===== src/rtl/data_break_ctrl_pkg.sv =====
// data_break_ctrl_pkg: shared data-break state type and default parameters
package data_break_ctrl_pkg;
    typedef enum logic [2:0] {IDLE, WAIT, DB0, DB1, GUARD} dbSTATE_t;
    localparam int DB_MAX_WAIT = 64;
endpackage


===== src/rtl/data_break_ctrl.sv =====
// data_break_ctrl: steals one memory cycle per disk data-break request
module data_break_ctrl
    import data_break_ctrl_pkg::*;
#(
    parameter int MAX_WAIT = DB_MAX_WAIT
) (
    input  logic        clk,
    input  logic        reset,
    input  logic        clear,
    input  logic        data_break,
    input  logic        to_disk,
    input  logic [14:0] dma_addr,
    input  logic [11:0] dma_wdata,
    input  logic        cpu_idle,
    output logic        break_in_prog,
    output logic        db_ack,
    output logic [11:0] dma_rdata,
    output logic [14:0] mem_addr,
    output logic [11:0] mem_wdata,
    output logic        mem_re,
    output logic        mem_we,
    input  logic [11:0] mem_rdata,
    output logic        late_err
);
    localparam int CW = $clog2(MAX_WAIT) + 1;
    dbSTATE_t      state, state_n;
    logic [CW-1:0] wait_cnt;
    logic          to_disk_q;
    logic [14:0]   addr_q;
    logic [11:0]   wdata_q;
    always_comb begin
        state_n = IDLE;
        case (state)
            IDLE:    state_n = data_break ? (cpu_idle ? DB0 : WAIT) : IDLE;
            WAIT:    state_n = !data_break ? IDLE : (cpu_idle ? DB0 : WAIT);
            DB0:     state_n = DB1;
            DB1:     state_n = GUARD;
            default: state_n = IDLE;
        endcase
    end
    always_ff @(posedge clk or negedge reset) begin
        if (!reset) begin
            state     <= IDLE;
            wait_cnt  <= '0;
            late_err  <= 1'b0;
            to_disk_q <= 1'b0;
            addr_q    <= '0;
            wdata_q   <= '0;
            dma_rdata <= '0;
        end else if (clear) begin
            state    <= IDLE;
            wait_cnt <= '0;
            late_err <= 1'b0;
        end else begin
            state <= state_n;
            if (state_n == DB0) begin
                to_disk_q <= to_disk;
                addr_q    <= dma_addr;
                wdata_q   <= dma_wdata;
            end
            if (state != WAIT)
                wait_cnt <= '0;
            else if (wait_cnt != CW'(MAX_WAIT))
                wait_cnt <= wait_cnt + 1'b1;
            // Flag on the edge the counter reaches MAX_WAIT
            if (state == WAIT && wait_cnt == CW'(MAX_WAIT - 1))
                late_err <= 1'b1;
            if (state == DB1 && to_disk_q)
                dma_rdata <= mem_rdata;
        end
    end
    assign break_in_prog = (state == DB0) || (state == DB1) || (state == GUARD);
    assign db_ack        = state == DB1;
    assign mem_re        = (state == DB0) && to_disk_q;
    assign mem_we        = (state == DB0) && !to_disk_q;
    assign mem_addr      = addr_q;
    assign mem_wdata     = wdata_q;
endmodule


===== config.mk =====
export PLATFORM = sky130hd
export DESIGN_NAME = data_break_ctrl
export DESIGN_NICKNAME = d
export VERILOG_FILES = /design/src/rtl/data_break_ctrl_pkg.sv /design/src/rtl/data_break_ctrl.sv
export SDC_FILE = /design/constraint.sdc
export NUM_CORES = 1
export LEC_CHECK = 0
export CORE_ASPECT_RATIO = 1.1
export CORE_MARGIN = 8
export CORE_UTILIZATION = 45
export CTS_BUF_LIST = sky130_fd_sc_hd__clkbuf_16
export DETAILED_ROUTE_END_ITERATION = 6
export PLACE_DENSITY_LB_ADDON = 0.05
export SKIP_LAST_GASP = 1
export SYNTH_ARGS = -nofsm -noshare
export SYNTH_HDL_FRONTEND = slang
export SYNTH_SLANG_ARGS = --single-unit

===== constraint.sdc =====
create_clock -name clk -period 3.75 [get_ports clk]
set_clock_uncertainty 0.05 [all_clocks]
set_input_delay 0.75 -clock clk [delete_from_list [all_inputs] [get_ports clk]]
set_output_delay 0.75 -clock clk [all_outputs]
set_load 0.01 [all_outputs]

== Yosys cells after proc, flatten, opt, wreduce, memory -nomap -nowiden ==
Cells that the tools add are included.

* Word-level logic and storage cells: 39
* Register bits: 51

* Muxes and demuxes: 9
* Equal/unequal tests: 8
* $add $sub $neg: 1
* Bitwise operators: 1
* Reduce and logical (&&, ||, !) cells: 13

{| class="wikitable"
|+ Operator list
! kind !! count
|-
| $mux W7 || 3
|-
| $eq A3 B2 Y1 const B || 3
|-
| $pmux W3 S3 || 1
|-
| $add A7 B1 Y7 const B || 1
|-
| $eq A7 B6 Y1 const B || 1
|-
| $ne A7 B7 Y1 const B || 1
|-
| $logic_and A1 B1 Y1 || 4
|-
| $mux W2 || 2
|-
| $reduce_and A2 Y1 || 2
|-
| $eq A3 B1 Y1 const B || 1
|-
| $eq A3 B3 Y1 const B || 1
|-
| $logic_not A3 Y1 || 1
|-
| $mux W3 || 1
|-
| $ne A3 B1 Y1 const B || 1
|-
| $reduce_bool A3 Y1 || 1
|-
| $logic_or A1 B1 Y1 || 2
|-
| $mux W1 || 2
|-
| $reduce_bool A2 Y1 || 1
|-
| $reduce_or A2 Y1 || 1
|-
| $logic_not A1 Y1 || 1
|-
| $not A1 Y1 || 1
|}

== Longest topological paths before layout ==
Gate-level depths: netlist (run 1).

* Word-level depth: 5
* Depth in mapped cells: 5
* Depth with buffers taken out: 5

== Worst setup path before layout (run 1) ==
No wires, ideal clock.

* Kind: input to register
* Start point: in clear
* End point: reg late_err
* Path slack: 1820 ps
* Setup time: 82 ps
* Arrival time: 1798 ps
* Stages: 3
* Data required time: 3618 ps
* Buffers on the path: 0
* Cell sequence: or4b_4 > or3_1 > o22ai_1

* Word-level cells in the longest chain between the ends: 1
* Elaborated cells between the ends (all ways): 2
* Classes of those cells: mux: 1; reduce/logical: 1

{| class="wikitable"
|+ RTL lines
! element !! RTL line !! source
|-
| start: declaration || data_break_ctrl.sv:9 || <nowiki>input logic clear,</nowiki>
|-
| $mux W1 / $reduce_bool A2 Y1 (equally long branches) || n/a ||
|-
| end signal: assignment || data_break_ctrl.sv:45 || <nowiki>late_err <= 1'b0;</nowiki>
|-
| end signal: assignment || data_break_ctrl.sv:53 || <nowiki>late_err <= 1'b0;</nowiki>
|-
| end signal: assignment || data_break_ctrl.sv:67 || <nowiki>late_err <= 1'b1;</nowiki>
|-
| end: declaration || data_break_ctrl.sv:23 || <nowiki>output logic late_err</nowiki>
|}

Several ways; a longest one is shown, not always the timed one.
A chain may end at the register's enable or synchronous reset.

== Worst setup path in the final report (run 1) ==
* Start point: reg state[1]
* End point: out mem_re

* Word-level cells in the longest chain between the ends: 2

{| class="wikitable"
|+ RTL lines
! element !! RTL line !! source
|-
| start: declaration || data_break_ctrl.sv:26 || <nowiki>dbSTATE_t state, state_n;</nowiki>
|-
| start signal: assignment || data_break_ctrl.sv:55 || <nowiki>state <= state_n;</nowiki>
|-
| $eq A3 B2 Y1 || data_break_ctrl.sv:74 || <nowiki>assign mem_re = (state == DB0) && to_disk_q;</nowiki>
|-
| $logic_and A1 B1 Y1 || data_break_ctrl.sv:74 ||
|-
| end: declaration || data_break_ctrl.sv:20 || <nowiki>output logic mem_re,</nowiki>
|}

No other way between the ends.

==> results.md, run 1 <==
- Status: finished, final reports clean
- Layout cells sized above 1: 23.1%
- Post_cts resized: 0
- First-pass GRT wire length: 8.08 mm
- Worst R2R Setup Slack: 1.55 ns
- Switching part of the total power: 23.5%
- Buffers & Inverters on Critical Path: 1
- Die ar.: 7140 um2
- Hold path depth: 1
- DIE HEIGHT: 87.9 um
- Maximum VDD drop: 344 uV
- Hold Crit Class: reg -> reg
- GPL Wtd Cong: 0.702
- Non-Filler Instances: 290
- Vias per cell: 5.02
- Netlist cell types: 31
- Setup WS pre-CTS: 0.764 ns
- Final design area excluding fillers: 3170 um2
- Power share of the clock group: 31.4%
- Final wirelength: 4.94 mm
- R2R depth: 3
- Max Transition Viols Final: 0
- Clock sink count: 51
- Slew margin rel.: 16.4%
- Synth area leader: dfrtp_1
- CP Capture Type: primary output
- Setup WS post-layout: 1.06 ns
- DR DRC count: 0
- WL/cell: 17.0 um
- Dominant synthesized flop cell: dfrtp_1
- YS warnings: 0
- Post-synthesis cell area: 2110 um2
- Fin crit share: 71.6%
- Iteration-0 DRC count of the detailed router: 51
- WP data arrival: 1.89 ns
- Setup violators final: 0
- Setup TNS: 0 ns
- Root buf cell: clkbuf_16
- Port bufs: 88
- Dpl cells: 282
- Ports: 89
- # diodes: 0
- CTS buffer count: 5
- # Post-CTS Setup Buffers: 0
- Mapped Nets: 190
- Max Clock Freq: 372 MHz
- CTS Hold Buffers Added: 0
- Row count: 26
- Hold WS: 0.453 ns
- Post-Syn Area per Cell: 14.8 um2
- Leak Pwr: 1.36 nW
- P_int: 1.22 mW
- Flops & latches, synth: 51
- Final Util: 69.1%
- Max cap viols: 0
- Total Nets Final: 280
- Pwr dens: 504 nW/um2
- Switch Pwr: 375 uW
- Initial antenna violation count: 0
- Fillers: 331
- Worst setup SP type: flip-flop
- Sequential Power Share: 43.3%
- FF-to-FF End: to_disk_q
- Fin crit period: 2.69 ns
- Top-count cell post-synth: dfrtp_1
- Clock slew at reported path FFs: 0.07 ns
- Area Overhead vs Synth: 50.1%
- Crit path max-delay cell type: clkdlybuf4s50_1
- Combinational power share: 25.3%
- Post-synth top area share: 60.4%
- Top delay family on crit path: buffers and inverters
- Detailed-placement wirelength estimate: 3.77 mm
- CTS H-tree depth: 2
- CP Max Fanout: 9
- Largest net degree at the start of global routing: 52
- Hold_sp: dma_rdata[1]
- Mapped Cells: 143
- Post-synthesis sequential area ratio: 60.4%
- Worst Path Required: 2.95 ns
- GRT Util Overall: 14.9%
- Core box area: 4590 um2
- Total power: 1.60 mW
- Die extent in x: 81.3 um
- Synth cell count leaders: dfrtp_1 (51), mux2_2 (37), mux2_4 (4), nand2_1 (4)
- Critical path class: reg -> out
- CTS max path bufs: 2
- Crit Reg-Reg Startpoint: state[1]
- Vias in the first global route: 1,654
- Routed Antenna Nets: 0
- Unrepaired setup endpoints after global routing: no
- Worst path cell trace: or2b_1 -> nor3b_1 -> clkdlybuf4s50_1
- Ys async rst share: 100%
- Final hold vios: 0
- Ranking of synthesized cells by area: dfrtp_1 (60%), mux2_2 (20%), mux2_4 (2.8%), buf_8 (1.4%), ha_1 (1.2%)
- Placed cell areas: 3000 um2
- CTS tree: yes
- TritonRoute pass-1 iters: 4
- Initial core utilization: 46.0%
- Worst Tran Pin Value: 1.25 ns
- Slowest Stage Delay on Critical Path: 0.60 ns
- Number of synthesized flops with an enable pin: 0
- Hold endpoint: dma_rdata[1]
- Remaining Overflow, GRT: 0
- Via count: 1,455
- Clock Latency Late Sink: 0.28 ns
==> power by group through the flow <==
stage	Combinational [mW]	Clock, mW	Sequential, mW
after floorplan	0.106	0	0.739
after global placement	0.400	0	0.695
after detailed placement	0.412	0	0.701
after CTS	0.414	0.519	0.692
after global routing	0.431	0.542	0.705
final	0.405	0.501	0.692
==> area by class of cell <==
| type | count | area (um2) | area share [%] |
|---|---|---|---|
| clock buffer | 5 | 125 | 3.95 |
| clock inverter | 3 | 43.8 | 1.38 |
| inverter | 3 | 11.3 | 0.355 |
| multi-input combinational | 84 | 767 | 24.2 |
| sequential | 51 | 1280 | 40.3 |
| tap | 56 | 70.1 | 2.21 |
| timing repair buffer | 88 | 876 | 27.6 |
==> sequential cells by signal (all words and copies together) (netlist names) <==
signal	count
dma_rdata	12
late_err	1
mem_addr	15
mem_wdata	12
state	3
to_disk_q	1
wait_cnt	7
==> worst max path at each step <==
stage | startpoint | endpoint | slack (ns) | cells past startpoint
floorplan | clear | late_err | 1.82 | 3
global placement | clear | mem_addr[14] | 0.88 | 3
detailed placement | clear | mem_addr[13] | 0.76 | 3
CTS | clear | to_disk_q | 1.06 | 3
global route | clear | to_disk_q | 0.95 | 3
finish | state[1] | mem_re | 1.06 | 3
==> routing by layer <==
metal / wire, um / track usage, % / vias to the layer above
met4: 21 / 4.23 / 0
met5: 0 / 0 / -
met1: 1840 / 15.7 / 712
met3: 488 / 7.60 / 2
li1: - / - / 691
met2: 2580 / 25.1 / 50
==> cells by family (layout without fill, tap and decap cells) <==
group / Yosys count / after routing / share of synthesized area (%)
AOI/OAI and AO/OA: 10 / 10 / 2.78
xor gates and xnor gates: 2 / 2 / 0.830
adders and majority gates: 2 / 2 / 1.18
buffers and inverters: 8 / 99 / 3.26
DFF: 51 / 51 / 60.4
muxes: 41 / 41 / 22.6
and+or+nand+nor: 29 / 29 / 8.94
==> layout by cell type, fill, tap and decap left out, types with 2 or more instances in the layout <==
master / n
or3_1: 3
inv_1: 3
clkdlybuf4s50_1: 87
clkbuf_16: 5
mux2_4: 4
dfrtp_1: 51
o21ai_0: 3
a211oi_1: 2
nand3b_1: 3
ha_1: 2
nand2_1: 4
mux2_2: 37
and2_1: 2
xor2_1: 2
nor3b_1: 2
a21oi_1: 2
nor2_1: 3
nand3_1: 3
No activity file was read; power rests on OpenSTA's default activity.
==> run 2, diff against run 1 <==
--- a/config.mk
+++ b/config.mk
@@ -7,7 +7,7 @@
 export LEC_CHECK = 0
 export CORE_ASPECT_RATIO = 1.1
 export CORE_MARGIN = 8
-export CORE_UTILIZATION = 45
+export CORE_UTILIZATION = 42
 export CTS_BUF_LIST = sky130_fd_sc_hd__clkbuf_16
 export DETAILED_ROUTE_END_ITERATION = 6
 export PLACE_DENSITY_LB_ADDON = 0.05
==> constraint.sdc (replaced) <==
create_clock -name clk -period 2.75 [get_ports clk]
set_clock_uncertainty 0.05 [all_clocks]
set_input_delay 0.55 -clock clk [delete_from_list [all_inputs] [get_ports clk]]
set_output_delay 0.55 -clock clk [all_outputs]
set_load 0.01 [all_outputs]
==> results.md, run 2 (same netlist as run 1, synthesis figures left out) <==
- Initial core utilization: 42.8% (was 46.0%)
- Worst setup path start: state[1] (unchanged)
- # diodes: 0 (unchanged)
- Status: finished, final reports clean (unchanged)
- Detailed-placement wirelength estimate: 3.73 mm (was 3.77 mm)
- CTS tree: yes (unchanged)
- Clock slew at reported path FFs: 0.06 ns (was 0.07 ns)
- Top delay family on crit path: buffers and inverters (unchanged)
- Port bufs: 88 (unchanged)
- Crit path max-delay cell type: clkdlybuf4s50_1 (unchanged)
- WL/cell: 16.7 um (was 17.0 um)
- Vias in the first global route: 1,721 (was 1,654)
- Max Clock Freq: 402 MHz
- Slew margin rel.: 58.6% (was 16.4%)
- Post_cts resized: 0 (unchanged)
- P_int: 1.57 mW (was 1.22 mW)
- Power share of the clock group: 27.5% (was 31.4%)
- Switching part of the total power: 23.9% (was 23.5%)
- Max Transition Viols Final: 0 (unchanged)
- Iteration-0 DRC count of the detailed router: 82 (was 51)
- CTS max path bufs: 2 (unchanged)
- Switch Pwr: 494 uW (was 375 uW)
- Buffers & Inverters on Critical Path: 1 (unchanged)
- Fin crit period: 2.49 ns
- First-pass GRT wire length: 8.45 mm (was 8.08 mm)
- Setup violators final: 0 (unchanged)
- Non-Filler Instances: 295 (was 290)
- Initial antenna violation count: 0 (unchanged)
- TritonRoute pass-1 iters: 2 (was 4)
- CP Max Fanout: 9 (unchanged)
- Setup WS post-layout: 0.263 ns (was 1.06 ns)
- Worst Path Required: 2.15 ns (was 2.95 ns)
- CTS H-tree depth: 2 (unchanged)
- Worst setup SP type: flip-flop (unchanged)
- Remaining Overflow, GRT: 0 (unchanged)
- Leak Pwr: 1.36 nW (about the same)
- GPL Wtd Cong: 0.762 (was 0.702)
- Final Util: 64.1% (was 69.1%)
- Slowest Stage Delay on Critical Path: 0.58 ns (was 0.60 ns)
- GRT Util Overall: 13.5% (was 14.9%)
- Via count: 1,464 (was 1,455)
- # Post-CTS Setup Buffers: 0 (unchanged)
- Critical path class: reg -> out (unchanged)
- Die ar.: 7560 um2 (was 7140 um2)
- DIE HEIGHT: 90.4 um (was 87.9 um)
- Crit Reg-Reg Startpoint: state[1] (unchanged)
- Largest register FFs: 15 (unchanged)
- Core box area: 4930 um2 (was 4590 um2)
- Setup WS pre-CTS: 0.356 ns (was 0.764 ns)
- Final hold vios: 0 (unchanged)
- CTS buffer count: 5 (unchanged)
- Most frequent cells in the layout: clkdlybuf4s50_1 (87), dfrtp_1 (51), mux2_2 (37), clkbuf_16 (5) (unchanged)
- CP Capture Type: primary output (unchanged)
- Pwr dens: 652 nW/um2 (was 504 nW/um2)
- Sequential Power Share: 45.9% (was 43.3%)
- Maximum VDD drop: 475 uV (was 344 uV)
- Root buf cell: clkbuf_16 (unchanged)
- Most common cell after layout, fill and taps aside: clkdlybuf4s50_1 (unchanged)
- Worst path cell trace: or2b_1 -> nor3b_1 -> clkdlybuf4s50_1 (unchanged)
- DR DRC count: 0 (unchanged)
- Unrepaired setup endpoints after global routing: no (unchanged)
- Hold Crit Class: in -> async (was reg -> reg)
- Die extent in x: 83.6 um (was 81.3 um)
- Vias per cell: 4.96 (was 5.02)
- Dpl cells: 287 (was 282)
- Worst Tran Pin Value: 0.622 ns (was 1.25 ns)
- Setup TNS: 0 ns (unchanged)
- Ports: 89 (unchanged)
- Max cap viols: 0 (unchanged)
- Row count: 27 (was 26)
- Routed Antenna Nets: 0 (unchanged)
- Layout cells sized above 1: 22.8% (was 23.1%)
- WP data arrival: 1.89 ns (about the same)
- Total Nets Final: 283 (was 280)
- Area Overhead vs Synth: 49.7% (was 50.1%)
- Fin crit share: 90.4%
- Combinational power share: 26.7% (was 25.3%)
- Clock Latency Late Sink: 0.28 ns (about the same)
- Final wirelength: 4.92 mm (was 4.94 mm)
- Hold WS: 0.310 ns (was 0.453 ns)
- Clock sink count: 51 (unchanged)
- Largest net degree at the start of global routing: 52 (unchanged)
- Fillers: 392 (was 331)
- CTS Hold Buffers Added: 0 (unchanged)
-- run 2: path summary, 6_finish.rpt --
check	endpoint	slack, ns	cells past startpoint
min in group clk	wait_cnt[6]	0.45	1
hold reg to reg	wait_cnt[6]	0.45	1
setup reg to reg	mem_wdata[6]	0.99	4
max in group asynchronous	dma_rdata[11]	1.91	2
setup / recovery	mem_re	0.26	3
hold / removal	state[0]	0.31	2
-- run 2: stage by stage --
| step | power, mW | cell area [um2] |
|---|---|---|
| floorplan | 1.15 | 2110 |
| global placement | 1.50 | 3030 |
| detailed placement | 1.52 | 3030 |
| CTS | 2.10 | 3160 |
| global route | 2.17 | 3160 |
| finish | 2.06 | 3160 |
-- run 2: area by class of cell --
| class | instances | area [um2] | share of cell area (%) |
|---|---|---|---|
| Clock inverter | 3 | 11.3 | 0.356 |
| Clock buffer | 5 | 125 | 3.96 |
| Inverter | 3 | 11.3 | 0.356 |
| Sequential cell | 51 | 1280 | 40.4 |
| Tap cell | 58 | 72.6 | 2.30 |
| Timing Repair Buffer | 91 | 898 | 28.4 |
| Multi-Input combinational cell | 84 | 767 | 24.3 |
-- run 2: per-layer routing --
metal  share of wire, %  GRT usage (%)
met1                 39           14.5
met4                1.0           3.46
met5                  0              0
met2                 50           22.0
met3                 10           7.76
-- run 2: worst reg2reg max path, delay by kind of cell, from the launching register on --
| family | cells | cell delay [ns] |
|---|---|---|
| muxes | 1 | 0.35 |
| DFF | 1 | 0.46 |
| and+or+nand+nor | 2 | 0.54 |
| buffers and inverters | 1 | 0.26 |
-- run 2: power by group through the flow --
stage | Clock (mW) | Sequential [mW] | Combinational, mW
after floorplan | 0 | 1.01 | 0.145
after global placement | 0 | 0.949 | 0.551
after detailed placement | 0 | 0.961 | 0.561
after CTS | 0.589 | 0.948 | 0.564
after global routing | 0.618 | 0.963 | 0.590
final | 0.566 | 0.946 | 0.550
==> run 3, diff against run 2 <==
--- a/config.mk
+++ b/config.mk
@@ -10,7 +10,8 @@
 export CORE_UTILIZATION = 42
 export CTS_BUF_LIST = sky130_fd_sc_hd__clkbuf_16
 export DETAILED_ROUTE_END_ITERATION = 6
-export PLACE_DENSITY_LB_ADDON = 0.05
+export PLACE_DENSITY = 0.79
+export SETUP_SLACK_MARGIN = 0.4
 export SKIP_LAST_GASP = 1
 export SYNTH_ARGS = -nofsm -noshare
 export SYNTH_HDL_FRONTEND = slang
==> results.md, run 3 (same netlist as run 1, synthesis figures left out) <==
- DR DRC count: 0 (unchanged)
- CTS buffer count: 5 (unchanged)
- Row count: 27 (unchanged)
- Fillers: 419 (was 392)
- Max cap viols: 0 (unchanged)
- Max Transition Viols Final: 0 (unchanged)
- Clock sink count: 51 (unchanged)
- Setup TNS: 0 ns (unchanged)
- Met2 routed WL: 2.32 mm (was 2.44 mm)
- Slew margin rel.: 61.1% (was 58.6%)
- Most frequent cells in the layout: clkdlybuf4s50_1 (85), dfrtp_1 (50), mux2_2 (37), clkbuf_16 (5) (was clkdlybuf4s50_1 (87), dfrtp_1 (51), mux2_2 (37), clkbuf_16 (5))
- # diodes: 0 (unchanged)
- Remaining Overflow, GRT: 0 (unchanged)
- Die extent in x: 83.6 um (unchanged)
- Hold Crit Class: in -> async (unchanged)
- Core box area: 4930 um2 (unchanged)
- Worst Tran Pin Value: 0.579 ns (was 0.622 ns)
- Root buf cell: clkbuf_16 (unchanged)
- GPL Wtd Cong: 0.746 (was 0.762)
- Layout cells sized above 1: 23.6% (was 22.8%)
- Worst setup SP type: flip-flop (unchanged)
- TritonRoute pass-1 iters: 3 (was 2)
- Worst R2R Setup Slack: 1.03 ns (was 0.99 ns)
- Largest net degree at the start of global routing: 29 (was 52)
- Via count: 1,492 (was 1,464)
- Fin crit period: 2.25 ns (was 2.49 ns)
- CTS H-tree depth: 2 (unchanged)
- Reg area: 1280 um2 (about the same)
- Final design area excluding fillers: 3180 um2 (was 3160 um2)
- Leak Pwr: 1.37 nW (was 1.36 nW)
- Ports: 89 (unchanged)
- Clock slew at reported path FFs: 0.07 ns (was 0.06 ns)
- Hold WS: 0.214 ns (was 0.310 ns)
- CP Max Fanout: 10 (was 9)
- Area of the multi-input gates: 767 um2 (unchanged)
- Final hold vios: 0 (unchanged)
- Status: finished, final reports clean (unchanged)
- Total Nets Final: 283 (unchanged)
- DIE HEIGHT: 90.4 um (unchanged)
- Met1 Routed Length: 1.93 mm (about the same)
- Vias in the first global route: 1,631 (was 1,721)
- Critical path class: reg -> out (unchanged)
- Most common cell after layout, fill and taps aside: clkdlybuf4s50_1 (unchanged)
- Initial antenna violation count: 0 (unchanged)
- GRT Util Overall: 13.1% (was 13.5%)
- First-pass GRT wire length: 8.15 mm (was 8.45 mm)
- Largest register FFs: 15 (unchanged)
- Clock Latency Late Sink: 0.28 ns (about the same)
- Routed Antenna Nets: 0 (unchanged)
- Setup violators final: 0 (unchanged)
- DR WL met3: 638 um (was 497 um)
- Max Clock Freq: 444 MHz (was 402 MHz)
- R2R depth: 4 (unchanged)
- Worst Path Required: 2.15 ns (about the same)
- WP data arrival: 1.65 ns (was 1.89 ns)
- Port bufs: 88 (unchanged)
- Crit Reg-Reg Startpoint: state[1] (unchanged)
- Top Layer Used: met4 (unchanged)
- Final wirelength: 4.95 mm (was 4.92 mm)
- Detailed-placement wirelength estimate: 3.76 mm (was 3.73 mm)
- Initial core utilization: 42.8% (unchanged)
- Die ar.: 7560 um2 (unchanged)
- Iteration-0 DRC count of the detailed router: 44 (was 82)
- Unrepaired setup endpoints after global routing: no (unchanged)
- Vias per cell: 5.06 (was 4.96)
- Fin crit share: 81.8% (was 90.4%)
- Area Overhead vs Synth: 50.4% (was 49.7%)
- Final Util: 64.4% (was 64.1%)
- WL/cell: 16.8 um (was 16.7 um)
- CP Capture Type: primary output (unchanged)
- # Post-CTS Setup Buffers: 0 (unchanged)
- Maximum VDD drop: 395 uV (was 475 uV)
- FF-to-FF End: mem_addr[7] (was mem_wdata[6])
- CTS max path bufs: 2 (unchanged)
- Placed cell areas: 3040 um2 (was 3030 um2)
- CTS tree: yes (unchanged)
- Pwr dens: 658 nW/um2 (was 652 nW/um2)
==> run 3: repair_timing <==
action                                  4_1_cts  5_1_grt
endpoints found under the setup margin        2        0
resized for setup                             3        0
hold buffers                                  0        0
==> run 3: cell type report <==
cell class                 count  area share [%]
clock buffer                   5            3.94
tap                           58            2.28
multi-input combinational     84            24.1
inverter                       3           0.354
sequential                    51            40.2
clock inverter                 3           0.473
timing repair buffer          91            28.6
==> run 3: critical path, cell delays in order (launching register included) <==
cell             delay, ns
dfrtp_1               0.50
mux2_2                0.37
clkdlybuf4s50_1       0.50
==> run 3: per-stage QoR <==
step	std cells	setup WS, ns	total power [mW]
after floorplan	143	1.02	1.15
after global placement	287	0.387	1.51
after detailed placement	287	0.392	1.52
after CTS	295	0.486	2.12
after global routing	295	0.423	2.20
final	295	0.499	2.09
==> run 3: how the worst max path moves through the flow <==
stage,startpoint,endpoint,depth (start not counted)
2_1_floorplan,clear,late_err,3
3_3_place_gp,clear,dma_rdata[4],4
3_5_place_dp,clear,wait_cnt[6],4
4_1_cts,state[2],break_in_prog,2
5_1_grt,state[2],break_in_prog,2
6_report,state[2],break_in_prog,2
==> run 3: power by group <==
group          total [mW]  switching, mW  internal [mW]
logic               0.552          0.186          0.366
registers           0.941         0.0656          0.875
clock network       0.598          0.267          0.331
total                2.09          0.518           1.57
==> run 3: metal layers <==
metal / vias to the layer above / global-route usage, %
li1: 692 / -
met1: 733 / 14.8
met2: 61 / 19.7
met3: 6 / 8.30
met4: 0 / 3.89
met5: - / 0
